===== src/rtl/csa_accum_ctrl.sv =====
// Operand-stream accumulator: running total kept as sum/carry words through one
// carry-save adder, resolved by a single carry-propagate add after the last operand.

module carry_save_adder (
    input  logic [15:0] a,
    input  logic [15:0] b,
    input  logic [15:0] c,
    output logic [15:0] sum,
    output logic [15:0] carry
);
    assign sum   = a ^ b ^ c;
    assign carry = (a & b) | (a & c) | (b & c);
endmodule

// state   | meaning
// IDLE    | waiting for start
// ACCUM   | accepting operands into S/C
// RESOLVE | one-cycle carry-propagate add S+C
// DONE    | result held until consumer handshake
module csa_accum_ctrl #(
    parameter int WIDTH = 16,
    parameter int CNT_W = 8
) (
    input  logic             clk,
    input  logic             rst,
    input  logic             start,
    input  logic [CNT_W-1:0] count,
    input  logic             in_valid,
    input  logic [WIDTH-1:0] in_data,
    output logic             in_ready,
    output logic             out_valid,
    output logic [WIDTH-1:0] out_data,
    input  logic             out_ready,
    output logic             busy,
    output logic [CNT_W-1:0] ops_left
);
    typedef enum logic [1:0] {IDLE, ACCUM, RESOLVE, DONE} state_t;

    localparam logic [CNT_W-1:0] ONE = CNT_W'(1);

    state_t           state, state_nxt;
    logic [WIDTH-1:0] s_q, s_nxt, c_q, c_nxt, res_q, res_nxt;
    logic [CNT_W-1:0] left_q, left_nxt;
    logic [WIDTH-1:0] csa_sum, csa_carry, carry_shl;

    carry_save_adder u_csa (
        .a     (s_q),
        .b     (c_q),
        .c     (in_data),
        .sum   (csa_sum),
        .carry (csa_carry)
    );

    // Carry bit i weighs 2^(i+1); the bit shifted out is dropped (mod 2^16).
    assign carry_shl = csa_carry << 1;

    always_ff @(posedge clk) begin
        if (rst) begin
            state  <= IDLE;
            s_q    <= '0;
            c_q    <= '0;
            res_q  <= '0;
            left_q <= '0;
        end else begin
            state  <= state_nxt;
            s_q    <= s_nxt;
            c_q    <= c_nxt;
            res_q  <= res_nxt;
            left_q <= left_nxt;
        end
    end

    always_comb begin
        state_nxt = state;
        s_nxt     = s_q;
        c_nxt     = c_q;
        res_nxt   = res_q;
        left_nxt  = left_q;
        in_ready  = 1'b0;
        out_valid = 1'b0;
        case (state)
            IDLE: begin
                if (start) begin
                    if (count != '0) begin
                        s_nxt     = '0;
                        c_nxt     = '0;
                        left_nxt  = count;
                        state_nxt = ACCUM;
                    end else begin
                        res_nxt   = '0;
                        state_nxt = DONE;
                    end
                end
            end
            ACCUM: begin
                in_ready = 1'b1;
                if (in_valid) begin
                    s_nxt    = csa_sum;
                    c_nxt    = carry_shl;
                    left_nxt = left_q - ONE;
                    if (left_q == ONE)
                        state_nxt = RESOLVE;
                end
            end
            RESOLVE: begin
                res_nxt   = s_q + c_q;
                state_nxt = DONE;
            end
            DONE: begin
                out_valid = 1'b1;
                if (out_ready)
                    state_nxt = IDLE;
            end
            default: state_nxt = IDLE;
        endcase
    end

    assign busy     = (state != IDLE);
    assign out_data = res_q;
    assign ops_left = left_q;
endmodule


===== config.mk =====
export PLATFORM = sky130hd
export DESIGN_NAME = csa_accum_ctrl
export DESIGN_NICKNAME = d
export VERILOG_FILES = /design/src/rtl/csa_accum_ctrl.sv
export SDC_FILE = /design/constraint.sdc
export NUM_CORES = 1
export LEC_CHECK = 0
export BUFFER_PORTS_ARGS = -buffer_cell sky130_fd_sc_hd__buf_2
export CAP_MARGIN = 20
export CELL_PAD_IN_SITES_DETAIL_PLACEMENT = 0
export CELL_PAD_IN_SITES_GLOBAL_PLACEMENT = 1
export CORE_ASPECT_RATIO = 0.5
export CORE_MARGIN = 2
export CORE_UTILIZATION = 38
export CTS_CLUSTER_SIZE = 30
export DETAILED_ROUTE_END_ITERATION = 10
export HOLD_SLACK_MARGIN = 0.12
export PLACE_DENSITY_LB_ADDON = 0.08
export SETUP_SLACK_MARGIN = 0.15
export SLEW_MARGIN = 20
export SYNTH_ARGS = -nofsm -noshare
export SYNTH_HDL_FRONTEND = slang
export SYNTH_HIERARCHICAL = 1
export SYNTH_SLANG_ARGS = --single-unit

===== constraint.sdc =====
create_clock -name clk -period 2.6 [get_ports clk]
set_clock_uncertainty 0.05 [all_clocks]
set_input_delay 0.26 -clock clk [delete_from_list [all_inputs] [get_ports clk]]
set_output_delay 0.26 -clock clk [all_outputs]
set_load 0.02 [all_outputs]

==> flow_summary_export.csv, run 1 <==
group,metric,value,unit
sta,rsz0062_at_grt,"yes",
worst_setup_path,cp_max_fo,3,
routing,drt_iter0_drc,136,
global_routing,antenna_found_initial,0,
sta,hold_viol_final,0,
clock_tree,root_buffer,"clkbuf_16",
layout,final_util,0.494,
global_routing,grtUsageTotal,0.186,
worst_setup_path,arrival,2.59,ns
routing,drtPass1Iterations,4,
sta,tightest_slew,0.601,ns
layout,fill_cells,799,
synthesis,synth_cell_types,44,
clock_tree,clockBufferDepth,2,
synthesis,ys_seq_area_frac,0.357,
clock_tree,clkTransAtPathRegs,0.05,ns
die,dieArea,9220,um^2
sta,max_slew_margin,0.597,
synthesis,synth_largest_area_cell,"dfxtp_1",
layout,area_growth,24.8,%
placed_design,place.gp.congestion,0.820,
clock_tree,h-tree-depth,3,
global_routing,overflow,0,
layout,drive_gt1_frac,0.222,
power_and_ir_drop,seqPwrFrac,0.302,
global_routing,grt_pass1_wl,13000,um
power_and_ir_drop,ir_worst_vdd,359,uV
die,die_h,68.9,um
sta,tns,0,ns
power_and_ir_drop,intPower,0.00222,W
worst_setup_path,path_cells,"ha_4 > fa_2 > a21oi_4 > o221ai_4 > a31oi_4 > nor2_1 > o21a_1 > or4b_1 > nand3_1",
power_and_ir_drop,leakage,1.75,nW
sta,final.period_utilization,0.911,
routing,detail_route.wl_per_cell,14.5,um
worst_setup_path,max_stage_delay,0.45,ns
clock_tree,cts_tree,"done",
synthesis,synth_edf_count,0,
routing,wl,7770,um
routing,drc,0,
global_routing,grt_max_degree,32,
die,die_w,134,um
power_and_ir_drop,clkPwrFrac,0.317,
worst_setup_path,crit_type,"flop to flop",
outcome,outcome,"completed",
power_and_ir_drop,swShare,0.391,
synthesis,async_flop_share,0,
worst_hold_path,holdCritPathClass,"input pin to flop",
clock_tree,numCtsBuffers,9,
power_and_ir_drop,power,0.00364,W
sta,fin_crit,2.37,ns
sta,slew_viol_final,0,
synthesis,synth_area,3200,um^2
power_and_ir_drop,powerDensity,912,nW/um^2
routing,num_vias,2754,
synthesis,ys.flop_type,"dfxtp_1",
clock_tree,cts_sinks,57,
layout,final_cells,536,
placed_design,dp_hpwl,5770,um
synthesis,ys.warnings.count,6,
layout,seq_area,1140,um^2
layout,num-nets-final,486,
worst_setup_path,cp.required,2.82,ns
placed_design,io_buffers,55,
die,rows,23,
die,core_region_area,8090,um^2
synthesis,syn_nets,426,
routing,ant_nets,0,
worst_setup_path,start_kind,"flop",
worst_setup_path,crit_slowest_cell,"or4b_1",
die,ios,56,
synthesis,synth_area_leaders,"dfxtp_1 36%, fa_1 11%, ha_1 8.2%",
synthesis,synth_top_area_share,0.357,
synthesis,synthCells,359,
routing,vias_per_cell,5.14,
power_and_ir_drop,pwr-share-comb,0.381,
die,start_util,0.396,
layout,antennaDiodeCount,0,
flow_run,maxCapViolations,0,
sta,setup_viol,0,
layout,multiInputGateArea,2010,um^2
synthesis,avgSynthCellArea,8.92,um^2
clock_tree,clkLatencyLatePin,0.33,ns
synthesis,synth_seq_cells,57,
power_and_ir_drop,p_sw,0.00143,W
worst_setup_path,endpoint_kind,"flop",
placed_design,dp.cells,519,
synthesis,synth_commonest_cells,"57 x dfxtp_1, 52 x nor2_1, 34 x a22oi_1, 31 x nand2_1, 25 x a21oi_1",
global_routing,grt_pass1_vias,2659,
synthesis,synth.most_common_cell,"dfxtp_1",
sta,clock.fmax,0.422,GHz
==> metrics by stage <==
stage,hold WS (ns),setup slack (ns),instance area (um^2)
after floorplan,0.429,0.198,3210
after global placement,0.388,0.121,3640
after detailed placement,0.393,0.0194,3640
after CTS,0.197,0.165,3950
after global routing,0.206,0.127,3990
final,0.199,0.232,3990
==> routing by layer <==
metal / track usage / wire length [um]
met3: 0.0643 / 479
met4: 0.0638 / 109
met2: 0.299 / 3430
met1: 0.239 / 3750
met5: 0 / 0
==> state kept, by name, summed over array words and instances, names as in the netlist <==
signal,count
c_q,15
s_q,16
ops_left,8
out_data,16
state,2
==> final timing paths <==
path	cells after the start	to	slack, ns	start
max reg2reg	9	out_data[15]	0.23	s_q[1]
max	9	out_data[15]	0.23	s_q[1]
min	2	c_q[5]	0.20	rst
min reg2reg	2	out_data[14]	0.40	out_data[14]
==> layout make-up <==
type | instances | share of cell area
clock buffers | 13 | 0.0627
clock inverters | 3 | 0.0100
inverters | 15 | 0.0141
multi-input cells | 270 | 0.502
flip-flops and latches | 57 | 0.286
well taps | 112 | 0.0351
repair buffers | 66 | 0.0896
==> critical path, delay by kind of cell (launching register included) <==
| kind | cells | cell delay [ns] |
|---|---|---|
| flip-flops | 1 | 0.35 |
| adder cells (fa/ha/maj) | 2 | 0.56 |
| AND/OR/NAND/NOR | 3 | 0.59 |
| AO/OA/AOI/OAI | 4 | 0.74 |
==> placed cells by master, fill, tap and decap left out, types with 2 or more instances in the layout <==
cell type  count
dfxtp_2        2
dfxtp_1       55
buf_2         55
a21oi_1       24
nand2_1       31
nor2_1        52
a211oi_1       6
ha_1          20
o21bai_1       2
fa_1          16
nand3_1        9
nor2b_1        2
o21ai_1        2
nand4_1        2
o31ai_1        3
or4_1          3
xor2_1         6
a21oi_4        2
a22oi_1       34
clkbuf_1       3
o21ai_0       17
xnor2_1        7
clkbuf_16      9
o22ai_1        2
mux2i_1        4
clkinv_2       2
buf_4         11
and2_1         3
inv_1         15
==> power by group through the flow <==
stage          Combinational [W]  Sequential [W]  Clock [W]
6_report                 0.00139         0.00110    0.00115
5_1_grt                  0.00157         0.00112    0.00123
4_1_cts                  0.00139         0.00110    0.00119
3_5_place_dp             0.00139         0.00112          0
3_3_place_gp             0.00137         0.00111          0
2_1_floorplan           0.000925         0.00116          0
==> repair_timing <==
| action | CTS | global route |
|---|---|---|
| setup endpoints to repair | 1 | 2 |
| pin swaps | 2 | 4 |
| hold buffers | 0 | 0 |
| buffers inserted | 0 | 1 |
| cloned | 0 | 0 |
| resized for setup | 3 | 7 |
==> cells by family after synthesis <==
group,count (synthesis),synth area share
compound gates,103,0.211
xor+xnor,13,0.0356
fa+ha+maj,38,0.188
buf+inv,32,0.0379
flops,57,0.357
mux,4,0.0125
other cells,1,0.00117
simple gates,111,0.157
Note: power is estimated with default switching activity, not from simulation.
==> run 2, diff against run 1 <==
--- a/config.mk
+++ b/config.mk
@@ -13,3 +13,4 @@
 export CORE_MARGIN = 2
-export CORE_UTILIZATION = 38
+export CORE_UTILIZATION = 39
+export CTS_BUF_LIST = sky130_fd_sc_hd__clkbuf_4 sky130_fd_sc_hd__clkbuf_8
 export CTS_CLUSTER_SIZE = 30
==> constraint.sdc (replaced) <==
create_clock -name clk -period 2.6 [get_ports clk]
set_clock_uncertainty 0.05 [all_clocks]
set_input_delay 0 -clock clk [delete_from_list [all_inputs] [get_ports clk]]
set_output_delay 0 -clock clk [all_outputs]
set_load 0.02 [all_outputs]
==> flow_summary_export.csv, run 2 (synthesis results as in run 1) <==
group,metric,value,unit
outcome,outcome,"completed",
power_and_ir_drop,swShare,0.394,
routing,ant_nets,0,
routing,drt_iter0_drc,123,
layout,antennaDiodeCount,0,
sta,tightest_slew,0.633,ns
clock_tree,clkLatencyLatePin,0.35,ns
power_and_ir_drop,powerDensity,831,nW/um^2
routing,vias_per_cell,5.03,
die,core_region_area,7970,um^2
worst_setup_path,crit_type,"flop to flop",
worst_setup_path,arrival,2.63,ns
layout,fill_cells,777,
layout,fin_area,4240,um^2
global_routing,grt_util_met2,0.320,
global_routing,busiest_layer,"met2",
global_routing,grt_max_degree,36,
clock_tree,cts_tree,"done",
power_and_ir_drop,intPower,0.00213,W
routing,wl,7830,um
sta,final.period_utilization,0.923,
clock_tree,numCtsBuffers,9,
clock_tree,h-tree-depth,3,
sta,setup_ws,0.201,ns
global_routing,gr-usage-met3,0.0644,
sta,clock.fmax,0.417,GHz
worst_setup_path,crit_slowest_cell,"or4b_1",
die,die_h,68.1,um
worst_setup_path,endpoint_kind,"flop",
sta,setup_viol,0,
global_routing,grt_pass1_wl,13500,um
global_routing,use_met1,0.243,
power_and_ir_drop,leakage,1.85,nW
layout,multiInputGateArea,2000,um^2
worst_setup_path,cp.required,2.83,ns
worst_setup_path,start_kind,"flop",
power_and_ir_drop,seqPwrFrac,0.311,
die,rows,23,
sta,fin_crit,2.40,ns
routing,detail_route.wl_per_cell,13.8,um
global_routing,overflow,0,
clock_tree,clkTransAtPathRegs,0.06,ns
power_and_ir_drop,p_sw,0.00139,W
sta,tns,0,ns
global_routing,grtUsageTotal,0.192,
sta,hold_viol_final,0,
worst_setup_path,cp_max_fo,3,
routing,num_vias,2846,
power_and_ir_drop,clkPwrFrac,0.276,
die,ios,56,
layout,num-nets-final,517,
power_and_ir_drop,pwr-share-comb,0.413,
layout,area_growth,32.4,%
layout,drive_gt1_frac,0.220,
worst_setup_path,rrSetupSlack,0.20,ns
global_routing,grt_pass1_vias,2834,
routing,drc,0,
die,die_w,132,um
clock_tree,root_buffer,"clkbuf_8",
power_and_ir_drop,power,0.00352,W
layout,seq_area,1140,um^2
placed_design,dp_hpwl,5680,um
die,dieArea,8990,um^2
placed_design,post-place-ws,0.0643,ns
placed_design,dpl-instance-area,3630,um^2
clock_tree,cts_sinks,57,
layout,final_cell_mix,"55 x dfxtp_1, 55 x buf_2, 52 x nor2_1",
flow_run,maxCapViolations,0,
die,start_util,0.402,
clock_tree,clockBufferDepth,2,
placed_design,io_buffers,55,
sta,max_slew_margin,0.575,
power_and_ir_drop,ir_worst_vdd,466,uV
worst_setup_path,path_cells,"ha_2 > fa_2 > a21oi_4 > o221ai_4 > a31oi_4 > nor2_1 > o21a_1 > or4b_1 > nand3_1",
worst_setup_path,max_stage_delay,0.46,ns
placed_design,place.gp.congestion,0.801,
worst_hold_path,holdCritPathClass,"input pin to flop",
sta,rsz0062_at_grt,"yes",
routing,drtPass1Iterations,4,
global_routing,antenna_found_initial,0,
sta,slew_viol_final,0,
-- run 2: routing by layer --
layer	up-vias	wire (um)	part of all wire
li1	1445	-	-
met1	1337	3790	0.48
met2	55	3530	0.45
met3	9	430	0.055
met4	0	72	0.0092
met5	-	0	0
-- run 2: cell type report --
cell class / instances / area share
Sequential cell: 57 / 0.270
Clock inverter: 2 / 0.0142
Tap cell: 112 / 0.0331
Clock buffer: 13 / 0.0407
Inverter: 15 / 0.0133
Multi-Input combinational cell: 270 / 0.471
Timing Repair Buffer: 97 / 0.158
-- run 2: path summary, 6_finish.rpt --
kind / start / end / depth (start not counted)
max: s_q[1] / out_data[15] / 9
min: in_valid / state[0] / 6
max reg2reg: s_q[1] / out_data[15] / 9
min reg2reg: out_data[10] / out_data[10] / 2
-- run 2: stage by stage --
stage          hold slack, ns  instances   util
6_report                0.219        566  0.532
5_1_grt                 0.241        566  0.532
4_1_cts                 0.216        562  0.522
3_5_place_dp            0.309        517  0.455
3_3_place_gp            0.295        517  0.455
2_1_floorplan           0.169        359      -
-- run 2: power by group through the flow --
stage,Clock (W),Sequential (W),Combinational [W]
floorplan,0,0.00116,0.000925
global placement,0,0.00111,0.00136
detailed placement,0,0.00111,0.00138
CTS,0.00100,0.00109,0.00144
global route,0.00104,0.00112,0.00164
finish,0.000973,0.00110,0.00145
-- run 2: critical path: cells and delay by family, from the launching register on --
family          cells  cell delay, ns
compound gates      4            0.71
fa+ha+maj           2            0.63
simple gates        3            0.61
flops               1            0.34
-- run 2: timing repair --
item                                    4_1_cts  5_1_grt
resized for setup                             2       12
pin swaps                                     2        4
hold buffers                                 29        0
setup buffers                                 1        4
endpoints found under the setup margin        1        3
hold endpoints to repair                     48        0
==> run 3, diff against run 2 <==
- CORE_UTILIZATION: 39 -> 40
- SYNTH_HIERARCHICAL: 1 -> default
==> flow_summary_export.csv, run 3 <==
group,metric,value,unit
layout,num-nets-final,523,
sta,tns,0,ns
synthesis,syn_nets,438,
sta,setup_ws,0.302,ns
layout,final_common_cell,"dfxtp_1",
synthesis,synth_top_area_share,0.346,
global_routing,grt_pass1_wl,13900,um
sta,max_slew_margin,0.528,
routing,ant_nets,0,
power_and_ir_drop,leakage,1.82,nW
synthesis,synth_edf_count,0,
placed_design,place.gp.congestion,0.845,
flow_run,maxCapViolations,0,
routing,detail_route.wl_per_cell,14.3,um
clock_tree,numCtsBuffers,9,
synthesis,ys_seq_area_frac,0.346,
routing,wl,8180,um
synthesis,synth.most_common_cell,"dfxtp_1",
synthesis,synth_largest_area_cell,"dfxtp_1",
synthesis,ys.flop_type,"dfxtp_1",
global_routing,overflow,0,
routing,drc,0,
synthesis,synthCells,372,
synthesis,avgSynthCellArea,8.87,um^2
power_and_ir_drop,powerDensity,763,nW/um^2
synthesis,synth_area,3300,um^2
worst_setup_path,max_stage_delay,0.52,ns
worst_setup_path,cp-startpoint,"c_q[1]",
sta,setup_viol,0,
worst_setup_path,path_cells,"ha_1 > inv_1 > fa_1 > nor2b_2 > o2111ai_2 > nand2_2 > a21oi_1 > or4_1 > nand3_1",
synthesis,synth_seq_cells,57,
sta,fin_crit,2.30,ns
die,ios,56,
synthesis,ys.warnings.count,0,
worst_setup_path,cp_max_fo,3,
placed_design,dp_hpwl,5880,um
die,start_util,0.413,
die,die_w,132,um
layout,antennaDiodeCount,0,
worst_setup_path,crit_buf_inv,1,
clock_tree,clockBufferDepth,2,
placed_design,io_buffers,55,
outcome,outcome,"completed",
worst_setup_path,crit_slowest_cell,"or4_1",
sta,final.period_utilization,0.884,
power_and_ir_drop,ir_worst_vdd,472,uV
sta,clock.fmax,0.435,GHz
sta,rsz0062_at_grt,"no",
clock_tree,h-tree-depth,3,
layout,final_cells,571,
layout,area_growth,26.1,%
die,rows,23,
worst_setup_path,crit_family,"simple AND/OR/NAND/NOR gates",
routing,drtPass1Iterations,4,
worst_setup_path,cp.required,2.83,ns
die,core_region_area,8000,um^2
clock_tree,cts_sinks,57,
worst_hold_path,holdCritPathClass,"input pin to flop",
routing,num_vias,2992,
synthesis,synth_cell_types,49,
clock_tree,cts_tree,"done",
clock_tree,root_buffer,"clkbuf_8",
global_routing,grt_pass1_vias,2853,
worst_hold_path,min_from,"out_ready",
routing,vias_per_cell,5.24,
synthesis,async_flop_share,0,
clock_tree,clkLatencyLatePin,0.34,ns
worst_setup_path,start_kind,"flop",
global_routing,grtUsageTotal,0.198,
worst_setup_path,endpoint_kind,"flop",
synthesis,synth_commonest_cells,"57 x dfxtp_1, 42 x nor2_1, 31 x a22oi_1, 29 x a21oi_1, 28 x nand2_1",
sta,tightest_slew,0.708,ns
global_routing,grt_max_degree,34,
sta,slew_viol_final,0,
die,dieArea,9040,um^2
clock_tree,clkTransAtPathRegs,0.07,ns
placed_design,post-place-ws,0.182,ns
worst_setup_path,crit_type,"flop to flop",
sta,hold_viol_final,0,
synthesis,synth_area_leaders,"dfxtp_1 35%, fa_1 9.1%, ha_1 8.3%",
worst_setup_path,rr_startpoint,"c_q[1]",
die,die_h,68.2,um
worst_setup_path,arrival,2.52,ns
routing,drt_iter0_drc,164,
layout,final_cell_mix,"56 x dfxtp_1, 55 x buf_2, 41 x nor2_1",
global_routing,antenna_found_initial,0,
layout,drive_gt1_frac,0.190,
placed_design,dp.cells,530,
[run 3: cell count changes after synthesis, sizes merged, moves of 4 or more]
cell   previous run  this run
nor4              1         5
nand3             9        15
nor2             52        42
o21ai            19        11
nor3              1         7
a21o              1         7
[run 3: logic make-up (layout without fill, tap and decap cells)]
logic type	count (synthesis)	count (layout)	share of synthesized area
AO/OA/AOI/OAI	115	115	0.236
XOR/XNOR	10	10	0.0265
adder cells (fa/ha/maj)	37	37	0.174
buffers and inverters	33	120	0.0413
flip-flops	57	57	0.346
multiplexers	2	2	0.00607
AND/OR/NAND/NOR	118	118	0.170
[run 3: per-layer routing]
layer  share of wire  global-route usage
met5               0                   0
met4           0.010              0.0565
met3           0.054              0.0600
met2            0.44               0.335
met1            0.50               0.249
[run 3: worst register-to-register path, stage by stage (launching register included)]
cell       delay (ns)
dfxtp_1          0.37
ha_1             0.19
inv_1            0.06
fa_1             0.41
nor2b_2          0.17
o2111ai_2        0.16
nand2_2          0.12
a21oi_1          0.11
or4_1            0.52
nand3_1          0.09
[run 3: final timing paths]
check | to | slack (ns) | cells after the start
worst max-delay path | out_data[15] | 0.30 | 9
worst min register to register | out_data[4] | 0.40 | 2
worst max register to register | out_data[15] | 0.30 | 9
worst min-delay path | state[0] | 0.17 | 4
[run 3: area by class of cell]
class | count | area (um^2)
Clock buffer | 12 | 153
Clock inverter | 1 | 5.00
Fill cell | 791 | 3840
Inverter | 15 | 56.3
Multi-Input combinational cell | 282 | 2040
Sequential cell | 57 | 1140
Tap cell | 112 | 140
Timing Repair Buffer | 92 | 628
[run 3: through the flow]
stage	utilization	area (um^2)	hold WS (ns)	total power (W)
after global routing	0.520	4160	0.193	0.00342
after global placement	0.461	3690	0.271	0.00241
after floorplan	-	3300	0.113	0.00208
final	0.520	4160	0.167	0.00317
after CTS	0.519	4150	0.140	0.00321
after detailed placement	0.464	3710	0.267	0.00245
[run 3: power by group]
part	switching (W)	internal, W	leakage [nW]	total [W]
clock network	0.000331	0.000375	0.0850	0.000706
logic	0.000856	0.000502	1.28	0.00136
registers	0.000128	0.000981	0.462	0.00111
[run 3: timing repair]
item,CTS,global route
hold buffers,27,0
setup buffers,1,0
pin swaps,1,1
resized for setup,0,4
hold endpoints to repair,42,0
setup endpoints to repair,1,1
